File: src/rtl/mux4x1_arb_pkg.sv
// Shared types and the round-robin winner search
// for the mux4x1_arbiter slice.
package mux4x1_arb_pkg;

  localparam int NREQ = 4;
  localparam logic [1:0] PTR_RST = 2'd3;

  typedef enum logic {
    IDLE  = 1'b0,
    GRANT = 1'b1
  } state_e;

  // Scan from ptr+4 down to ptr+1 so the nearest
  // set request after ptr is written last and wins.
  function automatic logic [1:0] rr_next(
    input logic [1:0]      ptr,
    input logic [NREQ-1:0] req
  );
    logic [1:0] win;
    logic [1:0] idx;
    win = ptr;
    for (int i = NREQ; i >= 1; i--) begin
      idx = ptr + 2'(i);
      if (req[idx]) win = idx;
    end
    return win;
  endfunction

endpackage

File: src/rtl/mux4x1_arbiter_mux4x1.sv
// Gate-level 1-bit 4:1 mux slice.
// Input index is {sel0, sel1}.
module mux4x1 (
  input  logic i0,
  input  logic i1,
  input  logic i2,
  input  logic i3,
  input  logic sel0,
  input  logic sel1,
  output logic f
);

  logic n0;
  logic n1;
  logic t0;
  logic t1;
  logic t2;
  logic t3;

  assign n0 = ~sel0;
  assign n1 = ~sel1;
  assign t0 = n0   & n1   & i0;
  assign t1 = n0   & sel1 & i1;
  assign t2 = sel0 & n1   & i2;
  assign t3 = sel0 & sel1 & i3;
  assign f  = t0 | t1 | t2 | t3;

endmodule

File: src/rtl/mux4x1_arbiter.sv
// Round-robin arbiter driving a shared W-bit 4:1 mux.
// ARB_TIMEOUT_EN adds a HOLD_MAX-cycle forced release.
module mux4x1_arbiter
  import mux4x1_arb_pkg::*;
#(
  parameter int W        = 1,
  parameter int HOLD_MAX = 16
) (
  input  logic            clk,
  input  logic            rst_n,
  input  logic [3:0]      req,
  input  logic [3:0]      last,
  input  logic [W-1:0]    d0,
  input  logic [W-1:0]    d1,
  input  logic [W-1:0]    d2,
  input  logic [W-1:0]    d3,
  output logic [3:0]      gnt,
  output logic            sel0,
  output logic            sel1,
  output logic            valid,
`ifdef ARB_TIMEOUT_EN
  output logic            timeout,
`endif
  output logic [W-1:0]    f
);

  if (HOLD_MAX < 1) begin : g_bad_hold
    $error("HOLD_MAX must be at least 1");
  end

  state_e          state_q;
  logic [1:0]      ptr_q;
  logic [NREQ-1:0] gnt_q;
  logic            valid_q;
  logic            sel0_q;
  logic            sel1_q;

  logic [1:0]      win_d;
  logic            norm_d;
  logic            tmo_d;
  logic            rel_d;

  // While granted, ptr_q is the owner's index.
  assign win_d  = rr_next(ptr_q, req);
  assign norm_d = ~req[ptr_q] | last[ptr_q];
  assign rel_d  = norm_d | tmo_d;

`ifdef ARB_TIMEOUT_EN
  localparam int CW = $clog2(HOLD_MAX + 1);
  localparam logic [CW-1:0] CMAX = CW'(HOLD_MAX - 1);

  logic [CW-1:0] cnt_q;
  logic          to_q;

  assign tmo_d   = (cnt_q == CMAX);
  assign timeout = to_q;
`else
  assign tmo_d   = 1'b0;
`endif

  always_ff @(posedge clk or negedge rst_n) begin
    if (!rst_n) begin
      state_q <= IDLE;
      ptr_q   <= PTR_RST;
      gnt_q   <= '0;
      valid_q <= 1'b0;
      sel0_q  <= 1'b0;
      sel1_q  <= 1'b0;
`ifdef ARB_TIMEOUT_EN
      cnt_q   <= '0;
      to_q    <= 1'b0;
`endif
    end else begin
`ifdef ARB_TIMEOUT_EN
      to_q <= 1'b0;
`endif
      unique case (state_q)
        IDLE: begin
          if (|req) begin
            state_q <= GRANT;
            ptr_q   <= win_d;
            gnt_q   <= NREQ'(1) << win_d;
            valid_q <= 1'b1;
            sel0_q  <= win_d[1];
            sel1_q  <= win_d[0];
`ifdef ARB_TIMEOUT_EN
            cnt_q   <= '0;
`endif
          end
        end
        GRANT: begin
          if (rel_d) begin
            state_q <= IDLE;
            gnt_q   <= '0;
            valid_q <= 1'b0;
`ifdef ARB_TIMEOUT_EN
            to_q    <= ~norm_d;
`endif
          end
`ifdef ARB_TIMEOUT_EN
          else begin
            cnt_q <= cnt_q + CW'(1);
          end
`endif
        end
        default: begin
          state_q <= IDLE;
          gnt_q   <= '0;
          valid_q <= 1'b0;
        end
      endcase
    end
  end

  assign gnt   = gnt_q;
  assign valid = valid_q;
  assign sel0  = sel0_q;
  assign sel1  = sel1_q;

  for (genvar j = 0; j < W; j++) begin : g_bit
    mux4x1 u_mux (
      .i0   (d0[j]),
      .i1   (d1[j]),
      .i2   (d2[j]),
      .i3   (d3[j]),
      .sel0 (sel0_q),
      .sel1 (sel1_q),
      .f    (f[j])
    );
  end

endmodule

File: config.mk
export PLATFORM = sky130hd
export DESIGN_NAME = mux4x1_arbiter
export DESIGN_NICKNAME = d
export VERILOG_FILES = /design/src/rtl/mux4x1_arb_pkg.sv /design/src/rtl/mux4x1_arbiter_mux4x1.sv /design/src/rtl/mux4x1_arbiter.sv
export SDC_FILE = /design/constraint.sdc
export NUM_CORES = 1
export LEC_CHECK = 0
export ABC_AREA = 0
export BUFFER_PORTS_ARGS = -buffer_cell sky130_fd_sc_hd__buf_2
export CORE_AREA = 5 5 42 44
export DETAILED_ROUTE_END_ITERATION = 16
export DIE_AREA = 0 0 47 49
export GPL_TIMING_DRIVEN = 1
export PLACE_DENSITY = 0.72
export SLEW_MARGIN = 10
export SYNTH_ARGS = -nofsm -noshare
export SYNTH_HDL_FRONTEND = slang
export SYNTH_SLANG_ARGS = --single-unit
File: constraint.sdc
create_clock -name clk -period 1.7 [get_ports clk]
set_input_delay 0.34 -clock clk [delete_from_list [all_inputs] [get_ports clk]]
set_output_delay 0.34 -clock clk [all_outputs]
set_load 0.1 [all_outputs]
==> reports/qor.csv, run 1 <==
stage,metric,value,unit
yosys,synth_edf_count,0,
setup_path,critPathCaptureType,primary output,
clocking,numCtsBuffers,3,
yosys,synth_cell_types,25,
sta,tightest_slew,0.492,ns
sta,hold_viol_final,0,
setup_path,arrival,1.38,ns
sta,slew_viol_final,0,
clocking,htree_levels,1,
floorplan,die_x,47,um
floorplan,num_io_pins,22,
route,drt-pass1-iter-count,3,
final_layout,seq_area,258,um^2
setup_path,worst_setup_path_start_kind,flip-flop,
outcome,status,"complete, but fails checks",
final_layout,n_fill_cell,134,
placement,dp.cells,93,
route,drt_iter0_markers,7,
sta,finalSetupTns,-0.0248,ns
setup_path,crit_path_top_delay_cell,mux4_2,
flow_run,maxCapViolCount,0,
grt,track_usage,15.2,%
sta,max_freq,580,MHz
route,post_drt_wl_per_cell,13.9,um
sta,period_minus_slack,1.72,ns
route,viasPerCell,5.35,
yosys,post_synth.cell_area_avg,10.7,um^2
clocking,clock_latency,0.26,ns
sta,rsz0062_at_grt,yes,
placement,dp_slack,0.0775,ns
clocking,cts_sinks,10,
sta,fin_skew,0.00713,ns
setup_path,crit_chain,mux4_2 > buf_12,
yosys,yosys.area.top_type_share,34.8,%
grt,grt_max_degree,15,
outcome,violations,negative setup slack,
yosys,synth_ff_type,dfrtp_1,
floorplan,dieArea,2300,um^2
route,wl,1370,um
route,vias,530,
final_layout,multi_input_area,295,um^2
placement,dp_hpwl,1070,um
final_layout,fin_cells,99,
route,route.detailed.drc,0,
yosys,synthTopCellsByCount,"8 x dfrtp_1, 7 x a21oi_1, 4 x a32o_1, 4 x nor2_1",
floorplan,start_util,41.1,%
clocking,clk_path_buf_depth,2,
yosys,synth_seq_cells,10,
yosys,mappedNetlistNets,68,
yosys,yosysTopAreaCell,dfrtp_1,
setup_path,critPathMaxStageDelay,0.52,ns
sta,hold_slack,0.428,ns
yosys,yosysMostFrequentCell,dfrtp_1,
yosys,syn_inst,54,
yosys,synth.area.top_cells,"dfrtp_1 35%, dfstp_2 9.1%, a32o_1 7.0%",
final_layout,area_growth_syn_to_layout,37.0,%
yosys,yosysSeqAreaShare,43.9,%
grt,grt_pass1_vias,603,
final_layout,nets,98,
sta,worst_slack,-0.0248,ns
clocking,path_clk_slew,0.07,ns
floorplan,rows,14,
grt,antenna_found_initial,0,
final_layout,layout-drive-gt1-share,47.0,%
yosys,netlist_area,576,um^2
floorplan,coreArea,1400,um^2
sta,relSlewSlack,67.4,%
grt,gr-total-overflow,0,
yosys,synth-async-reset-ratio,100,%
sta,fin_crit_sh,101,%
clocking,cts_root_buf,clkbuf_4,
sta,setup_viol,1,
yosys,yosysWarnings,0,
grt,grt_pass1_wl,2620,um
placement,io_buffer_count,21,
setup_path,crit_fanout,2,
min_path,hold_path_class,primary input to flip-flop,
route,drtAntennaViolNets,0,
floorplan,die_y,49,um
setup_path,critPathRequiredTime,1.36,ns
final_layout,n_antenna_cell,0,
setup_path,setup.worst_path.class,flip-flop to primary output,
clocking,cts_tree,built,
placement,gp_congestion,0.728,
==> per-layer routing <==
layer / vias up / global-route usage, % / share of wire, %
met2: 8 / 23.3 / 52
met3: 2 / 4.80 / 4.3
met1: 255 / 18.6 / 43
met4: 0 / 7.37 / 0.87
met5: - / 0 / 0
li1: 265 / - / -
==> final timing paths <==
| kind | start | slack, ns | endpoint | cells past startpoint |
|---|---|---|---|---|
| worst max-delay path | sel1 | -0.02 | f | 2 |
| worst min-delay path | req[3] | 0.43 | state_q | 3 |
| worst max register to register | ptr_q[1] | 0.16 | gnt[3] | 4 |
| worst min register to register | valid | 0.47 | valid | 1 |
| max in group asynchronous | rst_n | 0.99 | ptr_q[1] | 2 |
| min in group asynchronous | rst_n | 0.46 | gnt[0] | 2 |
==> registers in the layout, summed over array words and instances, names as in the netlist <==
name and count:
gnt 4, ptr_q 2, sel0 1, sel1 1
state_q 1, valid 1
==> repair_timing <==
action / CTS / global route
gates resized for setup: 0 / 0
hold buffers: 1 / 0
endpoints found under the setup margin: 1 / 1
endpoints found under the hold margin: 8 / 0
buffers inserted: 1 / 0
==> layout make-up <==
type / count / share of cell area [%]
clock buffer: 4 / 4.60
sequential: 10 / 32.7
tap: 16 / 2.54
timing repair buffer: 27 / 21.3
multi-input combinational: 39 / 37.5
inverter: 3 / 1.43
==> stage by stage <==
stage | util (%) | cell area, um^2
2_1_floorplan | - | 581
3_3_place_gp | 52.4 | 734
3_5_place_dp | 52.4 | 734
4_1_cts | 56.3 | 788
5_1_grt | 56.3 | 788
6_report | 56.3 | 788
==> worst max-delay path: cells and delay by family, from the launching register on <==
kind,cells,cell delay (ns)
multiplexers,1,0.52
flip-flops,1,0.41
buffers and inverters,1,0.19
==> cell families (layout without fill, tap and decap cells) <==
| logic type | Yosys count | in the layout | share of synthesized area [%] |
|---|---|---|---|
| AND/OR/NAND/NOR | 16 | 16 | 17.2 |
| buffers and inverters | 5 | 34 | 4.78 |
| multiplexers | 1 | 1 | 3.91 |
| AO/OA/AOI/OAI | 22 | 22 | 30.2 |
| flip-flops | 10 | 10 | 43.9 |
==> cell usage in the layout, fill, tap and decap left out <==
cell type / Yosys / final
inv_1: 3 / 3
or4_4: 1 / 1
a311oi_1: 2 / 2
dfstp_2: 2 / 2
nand3b_1: 1 / 1
clkbuf_4: 0 / 3
or2_2: 1 / 1
o311a_1: 1 / 1
buf_4: 0 / 5
nor2b_4: 1 / 1
nand2b_1: 3 / 3
dfrtp_1: 8 / 6
a311o_1: 1 / 1
a21oi_1: 7 / 7
o21ai_0: 2 / 2
mux4_2: 1 / 1
o21a_1: 1 / 1
a211oi_4: 1 / 1
a211o_1: 1 / 1
nor3b_1: 2 / 2
dfrtp_2: 0 / 1
buf_12: 0 / 1
a21o_1: 1 / 1
dlygate4sd3_1: 0 / 1
a32o_1: 4 / 4
a211oi_1: 1 / 1
buf_2: 1 / 20
nand2_1: 3 / 3
dfrtp_4: 0 / 1
nor2_1: 4 / 4
clkbuf_8: 0 / 1
Power of run 1 is left out: the tool's default activity adds up to more than one toggle a clock period on the data nets, which glitch-free logic cannot reach.
==> inputs of run 2 (changes only) <==
Settings changed: CTS_BUF_LIST set to sky130_fd_sc_hd__clkbuf_4.
==> run 2 against run 1 <==
The flow still finishes with violations (negative setup slack). Sequential share of layout area increased by 0.42 points. Design area decreased by 1.3%. Routed wire length increased by 0.87%. Non-clock buffer count unchanged. Register-to-register slack about the same. Hold slack improved by 0.0027 ns. Via count increased by 0.75%. Critical path depth unchanged. First-iteration DRC count increased by 29%. Core utilization decreased by 0.71 points. Final cell count unchanged. Critical endpoint unchanged.
==> reports/qor.csv, run 2 (synthesized netlist as in run 1, its figures left out) <==
stage,metric,value,unit,change
outcome,status,"complete, but fails checks",,
outcome,violations,negative setup slack,,
sta,period_minus_slack,1.72,ns,+0.000164 ns
route,post_drt_wl_per_cell,14.0,um,+0.87%
placement,gp_congestion,0.728,,unchanged
floorplan,num_io_pins,22,,unchanged
flow_run,maxCapViolCount,0,,unchanged
setup_path,crit_fanout,2,,unchanged
route,viasPerCell,5.39,,+0.75%
route,vias,534,,+0.75%
sta,hold_viol_final,0,,unchanged
floorplan,die_y,49,um,unchanged
sta,relSlewSlack,67.4,%,about the same
grt,antenna_found_initial,0,,unchanged
sta,setup_viol,1,,unchanged
sta,fin_skew,0.0110,ns,+0.00383 ns
floorplan,dieArea,2300,um^2,unchanged
final_layout,layout-drive-gt1-share,45.8,%,-1.2 points
setup_path,arrival,1.38,ns,about the same
final_layout,postLayoutCellArea,778,um^2,-1.3%
clocking,clk_path_buf_depth,2,,unchanged
final_layout,mostFrequentLayoutCell,buf_2,,
final_layout,area_growth_syn_to_layout,35.2,%,
grt,grt_pass1_vias,602,,-0.17%
clocking,cts_sinks,10,,unchanged
route,drt_iter0_markers,9,,+2
setup_path,setup.worst_path.class,flip-flop to primary output,,
final_layout,nets,98,,unchanged
floorplan,die_x,47,um,unchanged
sta,tightest_slew,0.492,ns,-0.000273 ns
grt,grt_max_degree,15,,unchanged
route,drtAntennaViolNets,0,,unchanged
sta,fin_crit_sh,101,%,about the same
sta,worst_slack,-0.0249,ns,-0.000164 ns
setup_path,critPathCaptureType,primary output,,
grt,gr-total-overflow,0,,unchanged
placement,dp_hpwl,1070,um,unchanged
placement,placed_area,734,um^2,unchanged
floorplan,coreArea,1400,um^2,unchanged
sta,finalSetupTns,-0.0249,ns,-0.000164 ns
route,wl,1380,um,+0.87%
route,drt-met1-wl,584,um,-0.17%
clocking,cts_tree,built,,
sta,max_freq,580,MHz,about the same
placement,io_buffer_count,21,,unchanged
grt,grt_pass1_wl,2610,um,-0.53%
placement,dp.cells,93,,unchanged
sta,slew_viol_final,0,,unchanged
route,drt-pass1-iter-count,4,,+1
clocking,cts_root_buf,clkbuf_4,,
clocking,path_clk_slew,0.07,ns,about the same
min_path,hold_path_class,primary input to flip-flop,,
clocking,clock_latency,0.26,ns,about the same
final_layout,n_antenna_cell,0,,unchanged
floorplan,rows,14,,unchanged
setup_path,critPathRequiredTime,1.36,ns,about the same
final_layout,largest_reg_flops,4,,unchanged
final_layout,fin_cells,99,,unchanged
final_layout,layout_common_cells,"20 x buf_2, 7 x a21oi_1, 6 x dfrtp_1, 5 x buf_4",,
route,dr_wl_met3,71,um,+20%
route,route.detailed.drc,0,,unchanged
route,highest-signal-layer,met4,,
sta,rsz0062_at_grt,yes,,
clocking,htree_levels,1,,unchanged
setup_path,worst_setup_path_start_kind,flip-flop,,
floorplan,start_util,41.1,%,unchanged
route,dr_wl_met2,716,um,+0.28%
clocking,numCtsBuffers,3,,unchanged
clocking,cts_resized,0,,unchanged
grt,track_usage,15.1,%,-0.071 points
[run 2: final timing paths]
path                       startpoint  depth (start not counted)        to  slack [ns]
min in group asynchronous       rst_n                          2    gnt[0]        0.46
max in group asynchronous       rst_n                          2  ptr_q[1]        0.99
min                            req[3]                          3   state_q        0.43
min reg2reg                     valid                          1     valid        0.47
max                              sel1                          2         f       -0.02
max reg2reg                  ptr_q[1]                          4    gnt[3]        0.16
[run 2: stage by stage]
stage                     utilization (%)  setup slack (ns)  hold slack [ns]
after floorplan                         -           -0.0667           0.0444
after global placement               52.4            0.0960            0.205
after detailed placement             52.4            0.0775            0.208
after CTS                            55.5           -0.0355            0.422
after global routing                 55.5           -0.0816            0.443
final                                55.5           -0.0249            0.430
[run 2: area by class of cell]
class	instances	area, um^2
fillers	133	623
multi-input cells	39	295
flip-flops and latches	10	258
repair buffers	27	168
clock buffers	3	22.5
well taps	16	20.0
inverters	3	11.3
clock inverters	1	3.75
[run 2: worst max-delay path, cell delays in order (launching register included)]
cell	delay, ns
dfrtp_4	0.41
mux4_2	0.52
buf_12	0.19
[run 2: timing repair]
item / CTS / global route
hold buffers: 1 / 0
hold endpoints to repair: 8 / 0
setup buffers: 1 / 0
endpoints found under the setup margin: 1 / 1
[run 2: layer usage]
metal | GRT usage, % | vias to the layer above
met2 | 23.1 | 12
met5 | 0 | -
li1 | - | 264
met3 | 4.80 | 2
met1 | 18.6 | 256
met4 | 7.37 | 0
Power of run 2 is left out for the same reason.
